## config.mk

```make
export PLATFORM = sky130hd
export DESIGN_NAME = rng_guess_ctrl
export DESIGN_NICKNAME = d
export VERILOG_FILES = /design/src/rtl/rng_guess_pkg.sv /design/src/rtl/guess_score.sv /design/src/rtl/rng_guess_ctrl.sv
export SDC_FILE = /design/constraint.sdc
export NUM_CORES = 1
export LEC_CHECK = 0
export BUFFER_PORTS_ARGS = -buffer_cell sky130_fd_sc_hd__buf_2
export CAP_MARGIN = 10
export CORE_MARGIN = 1
export CORE_UTILIZATION = 45
export CTS_CLUSTER_SIZE = 8
export DETAILED_ROUTE_END_ITERATION = 16
export PLACE_DENSITY = 0.66
export SLEW_MARGIN = 20
export SYNTH_ARGS = -nofsm -noshare
export SYNTH_HDL_FRONTEND = slang
export SYNTH_HIERARCHICAL = 1
export SYNTH_SLANG_ARGS = --single-unit
```

## constraint.sdc

```tcl
create_clock -name clk -period 3.3 [get_ports clk]
set_input_delay 0.99 -clock clk [delete_from_list [all_inputs] [get_ports clk]]
set_output_delay 0.99 -clock clk [all_outputs]
set_load 0.03 [all_outputs]
```

## src/rtl/rng_guess_pkg.sv

```systemverilog
// Shared types and constants for the digit-guessing controller.
package rng_guess_pkg;

    localparam int DIGITS = 4;
    localparam logic [3:0] BCD_MAX = 4'd9;

    // Element [DIGITS-1] holds the thousands digit.
    typedef logic [DIGITS-1:0][3:0] digits_t;

    typedef enum logic [2:0] {
        S_IDLE,
        S_REQ,
        S_WAIT,
        S_ENTRY,
        S_CHECK,
        S_WIN,
        S_LOCK
    } state_e;

endpackage

```

## src/rtl/guess_score.sv

```systemverilog
// Combinational scorer: counts positions where the guess equals the secret.
module guess_score
    import rng_guess_pkg::*;
(
    input  digits_t    secret_i,
    input  digits_t    guess_i,
    output logic [2:0] hits_o,
    output logic       match_o
);

    always_comb begin
        hits_o = '0;
        for (int i = 0; i < DIGITS; i++) begin
            if (secret_i[i] == guess_i[i]) begin
                hits_o = hits_o + 3'd1;
            end
        end
        match_o = (hits_o == 3'(DIGITS));
    end

endmodule

```

## src/rtl/rng_guess_ctrl.sv

```systemverilog
// Round controller: fetches a 4-digit secret from the RNG, collects keyed
// guesses digit by digit, scores them and reports win/lock status.
//
//   state   | meaning
//   --------+----------------------------------------------
//   S_IDLE  | after reset, waiting for start
//   S_REQ   | fetch_num pulse to the RNG
//   S_WAIT  | RNG digits settle, latched into secret at exit
//   S_ENTRY | collecting guess digits
//   S_CHECK | scoring the completed guess
//   S_WIN   | guess matched, round over
//   S_LOCK  | tries exhausted, round over
module rng_guess_ctrl
    import rng_guess_pkg::*;
#(
    parameter int unsigned MAX_TRIES = 8
) (
    input  logic       clk,
    input  logic       rst,
    input  logic       start,
    input  logic       key_valid,
    input  logic [3:0] key_digit,
    input  logic       key_clear,
    input  logic [3:0] rng_d1000,
    input  logic [3:0] rng_d100,
    input  logic [3:0] rng_d10,
    input  logic [3:0] rng_d1,
    output logic       fetch_num,
    output logic       busy,
    output logic [2:0] entry_count,
    output logic [3:0] attempts,
    output logic       result_valid,
    output logic       result_match,
    output logic [2:0] hits,
    output logic       key_err,
    output logic       locked,
    output logic       won
);

    state_e     state_q, state_d;
    digits_t    secret_q, secret_d;
    digits_t    guess_q, guess_d;
    logic [2:0] entry_cnt_q, entry_cnt_d;
    logic [3:0] attempts_q, attempts_d;
    logic [2:0] hits_q, hits_d;
    logic       match_q, match_d;
    logic       result_valid_q, result_valid_d;
    logic       key_err_q, key_err_d;

    logic       can_start;
    logic       round_start;
    logic       in_entry;
    logic       digit_accept;
    logic       digit_reject;
    logic       clear_entry;
    logic [1:0] key_pos;
    logic [3:0] attempts_inc;
    logic [2:0] score_hits;
    logic       score_match;

    guess_score u_score (
        .secret_i (secret_q),
        .guess_i  (guess_q),
        .hits_o   (score_hits),
        .match_o  (score_match)
    );

    assign can_start   = (state_q == S_IDLE) || (state_q == S_ENTRY) ||
                         (state_q == S_WIN)  || (state_q == S_LOCK);
    assign round_start = can_start && start;
    // A new round overrides any key activity in the same cycle.
    assign in_entry     = (state_q == S_ENTRY) && !start;
    assign clear_entry  = in_entry && key_clear;
    assign digit_accept = in_entry && !key_clear && key_valid && (key_digit <= BCD_MAX);
    assign digit_reject = in_entry && !key_clear && key_valid && (key_digit > BCD_MAX);
    assign key_pos      = 2'(2'd3 - entry_cnt_q[1:0]);
    assign attempts_inc = (attempts_q == 4'd15) ? 4'd15 : attempts_q + 4'd1;

    always_ff @(posedge clk or negedge rst) begin
        if (!rst) begin
            state_q <= S_IDLE;
        end else begin
            state_q <= state_d;
        end
    end

    always_comb begin
        state_d = state_q;
        case (state_q)
            S_IDLE, S_WIN, S_LOCK: begin
                if (start) state_d = S_REQ;
            end
            S_ENTRY: begin
                if (start) begin
                    state_d = S_REQ;
                end else if (digit_accept && (entry_cnt_q == 3'd3)) begin
                    state_d = S_CHECK;
                end
            end
            S_REQ:  state_d = S_WAIT;
            S_WAIT: state_d = S_ENTRY;
            S_CHECK: begin
                if (score_match) begin
                    state_d = S_WIN;
                end else if (attempts_inc == 4'(MAX_TRIES)) begin
                    state_d = S_LOCK;
                end else begin
                    state_d = S_ENTRY;
                end
            end
            default: state_d = S_IDLE;
        endcase
    end

    always_comb begin
        fetch_num    = (state_q == S_REQ);
        busy         = (state_q == S_REQ) || (state_q == S_WAIT);
        won          = (state_q == S_WIN);
        locked       = (state_q == S_LOCK);
        entry_count  = entry_cnt_q;
        attempts     = attempts_q;
        hits         = hits_q;
        result_match = match_q;
        result_valid = result_valid_q;
        key_err      = key_err_q;
    end

    always_comb begin
        secret_d       = secret_q;
        guess_d        = guess_q;
        entry_cnt_d    = entry_cnt_q;
        attempts_d     = attempts_q;
        hits_d         = hits_q;
        match_d        = match_q;
        result_valid_d = (state_q == S_CHECK);
        key_err_d      = digit_reject;

        if (state_q == S_WAIT) begin
            secret_d = {rng_d1000, rng_d100, rng_d10, rng_d1};
        end

        if (round_start) begin
            entry_cnt_d = '0;
            attempts_d  = '0;
            hits_d      = '0;
            match_d     = 1'b0;
        end else if (clear_entry) begin
            entry_cnt_d = '0;
        end else if (digit_accept) begin
            guess_d[key_pos] = key_digit;
            entry_cnt_d      = entry_cnt_q + 3'd1;
        end else if (state_q == S_CHECK) begin
            entry_cnt_d = '0;
            attempts_d  = attempts_inc;
            hits_d      = score_hits;
            match_d     = score_match;
        end
    end

    always_ff @(posedge clk or negedge rst) begin
        if (!rst) begin
            secret_q       <= '0;
            guess_q        <= '0;
            entry_cnt_q    <= '0;
            attempts_q     <= '0;
            hits_q         <= '0;
            match_q        <= 1'b0;
            result_valid_q <= 1'b0;
            key_err_q      <= 1'b0;
        end else begin
            secret_q       <= secret_d;
            guess_q        <= guess_d;
            entry_cnt_q    <= entry_cnt_d;
            attempts_q     <= attempts_d;
            hits_q         <= hits_d;
            match_q        <= match_d;
            result_valid_q <= result_valid_d;
            key_err_q      <= key_err_d;
        end
    end

endmodule

```

==> results by group <==
Run status
  • Outcome: complete, no violations

Timing
  • Max-slew violations: 0
  • Normalized max-slew margin: between 60% and 70%
  • Max Clock Freq: about 0.36 GHz
  • Hold Slack: between 0.5 and 0.6 ns
  • Crit share post-route: 84.09%
  • Fin crit period: around 2.8 ns
  • Worst Max-Slew Pin Slew: around 0.53 ns
  • Clock skew: 0.004617 ns
  • RSZ-0062 raised after global routing: false
  • Final hold vios: 0
  • Setup_tns: 0 ns
  • Final setup vio count: 0

Logic synthesis
  • FF+latch count, synth: 48
  • Multiplexer share of the synthesized area: between 10% and 20%
  • Compound-cell area share of the yosys netlist: under 10%
  • Mapped Cells: 207
  • XOR/XNOR Fraction of Synth Area: 7.642%
  • Post-synthesis net count: 241
  • Number of synthesized flops with an enable pin: 0
  • Synth async-reset ratio: 100.0%
  • Post-Synth Simple-Gate Area: 12.22%
  • Largest family of logic cells by synthesized area: multiplexers
  • Synthesized area: 0.002489 mm^2
  • Seq/Total Area, Yosys: 48.27%
  • Synthesized-area fraction occupied by adder cells: roughly 4.5%
  • Cell variety after synth: 43
  • Syn Area/Cell: 12.02 um^2
  • Prevailing post-synth register cell: dfrtp_1
  • YS warnings: 6

Clock tree
  • CTS tree: done
  • CTS buffer count: 5
  • Hold-fix buffers, CTS: 0
  • Longest Clk Path Bufs: 2
  • Depth of the CTS H-tree: 2
  • CTS clk-pin slew, worst paths: around 0.080 ns
  • CTS sink cnt: 48
  • Post-CTS Resized: 0
  • Clk_lat worst skew: ~0.30 ns
  • Setup Buffers After CTS: 0
  • Clk root buf: clkbuf_8

Final layout
  • Area Growth Syn to Fin: 16.14%
  • FF+latch area: 0.001201 mm^2
  • Antenna diode count: 0
  • Final Cell Area: 0.002890 mm^2
  • Multi-input gate area: 0.001196 mm^2
  • Layout cells sized above 1: 38.10%
  • Final net count: roughly 290
  • Fillers: 456

Power
  • VDD IR-drop max: roughly 0.00042 V
  • P_leak: 1.400 nW
  • Power per Cell Area: 747.1 mW/mm^2
  • Total power draw: around 2.2 mW

Die
  • IO Count: 42
  • Die X: 76.37 um
  • Area of the die: 0.005832 mm^2
  • Initial Util: a little under half
  • Row cnt: 26
  • Core area: ~0.0052 mm^2
  • Die Ht: approximately 76 um

Placement
  • Placed Area: 0.002761 mm^2
  • DPL Wire Length: 3397 um
  • Routability cong.: 0.8050
  • PortBufs: 41

Setup path
  • CP Data Required Time: 2.31 ns
  • Critical Path Start: state_q[1]
  • Worst setup EP type: primary output
  • Crit Path Category: register to primary output
  • Worst setup SP type: register
  • Arr. time, crit path: between 1.5 and 2 ns
  • Reg-to-Reg Start: guess_q[2]
  • Max FO, Critical Path: 17

Detailed routing
  • Residual DRC: 0
  • Vias per inst: 5.115
  • Via Count: 1,647
  • Final ANT Viol Nets: 0
  • DR iter-0 viols: 58
  • Drt wl/cell: 14.10 um
  • Pre-Repair DR Iteration Count: 4
  • Drt total wl: about 4500 um

Min path
  • Hold Startpoint: result_match
  • Hold Path Class: register to register

Global route
  • Global-route wire length before repair: 8190 um
  • Largest net degree at the start of global routing: 21
  • Vias in the first global route: 1,685
  • Initial antenna violation count: 0
  • GR Overflow Total: 0
  • GRT Resource Usage Total: 17.82%

Run
  • Max cap viols: 0
-- state kept, by name, summed over array words and instances, names as in the netlist --
name / count
secret_q: 16
result_valid: 1
attempts: 4
key_err: 1
entry_count: 3
guess_q: 16
result_match: 1
state_q: 3
hits: 3
-- critical path, cell delays in order, from the launching register on --
cell and delay (ns):
dfrtp_1 0.62, nor3b_4 0.25, buf_4 0.27, or2_2 0.15
buf_2 0.19
-- routing by layer --
| metal | up-vias | wire (um) | global-route usage, % |
|---|---|---|---|
| met5 | - | 0 | 0 |
| li1 | 813 | - | - |
| met2 | 27 | 2134 | 27.30 |
| met4 | 0 | 66 | 6.346 |
| met3 | 6 | 190 | 4.671 |
| met1 | 801 | 2149 | 24.36 |
-- power breakdown --
group	total, mW	switching [mW]	internal (mW)
Sequential	0.902	0.149	0.753
Combinational	0.766	0.343	0.423
Clock	0.491	0.193	0.298
Total	2.16	0.685	1.47
-- cells in the mapped netlist, types with 2 or more instances --
library cell,number,area share [%]
a311oi_1,2,0.70
nor2b_1,2,0.50
nor3_1,5,1.0
xnor2_2,2,1.3
nor2_1,8,1.2
nand2_1,15,2.3
a31oi_1,2,0.50
nand2b_1,3,0.75
inv_1,13,2.0
mux2_2,33,15
o21ai_0,4,0.80
nor3b_4,2,1.5
xnor2_1,17,6.0
dfrtp_1,48,48
and3_1,2,0.50
a21oi_1,8,1.6
buf_4,3,0.90
nand4_1,2,0.50
mux2i_1,2,0.80
ha_1,9,4.5
a211oi_1,3,0.90
-- final cells by class --
class                           count  area share [%]
Timing Repair Buffer               44           7.879
Inverter                           13           1.688
Multi-Input combinational cell    140           41.39
Clock inverter                      2           2.078
Sequential cell                    48           41.56
Tap cell                           70           3.030
Clock buffer                        5           2.381
-- cells by family after synthesis --
kind of cell    after synthesis
mux                          36
flops                        48
simple gates                 48
fa+ha+maj                     9
buf+inv                      19
compound gates               27
xor+xnor                     20
-- cell usage in the layout, fill, tap and decap left out, types with 3 or more instances in the layout --
master / Yosys / layout
dfrtp_1: 48 / 48
o21ai_0: 4 / 4
nor2_1: 8 / 8
a211oi_1: 3 / 3
ha_1: 9 / 9
a21oi_1: 8 / 8
buf_2: 1 / 41
nor3_1: 5 / 5
xnor2_1: 17 / 17
nand2b_1: 3 / 3
clkbuf_8: 0 / 5
mux2_2: 33 / 33
nand2_1: 15 / 15
buf_4: 3 / 3
inv_1: 13 / 13
-- final timing paths --
kind | slack [ns] | end | cells after the start
min reg2reg | 0.52 | result_match | 2
max | 0.52 | busy | 4
min | 0.52 | result_match | 2
max in group asynchronous | 2.24 | entry_count[0] | 2
max reg2reg | 0.82 | state_q[1] | 10
min in group asynchronous | 0.54 | secret_q[3] | 1
-- through the flow --
step	cells	worst slack, ns	util [%]
floorplan	207	0.6208	-
global placement	315	0.7849	53.05
detailed placement	315	0.7806	53.05
CTS	322	0.5179	55.53
global route	322	0.4220	55.53
finish	322	0.5249	55.53
Note: power is estimated with default switching activity, not from simulation.
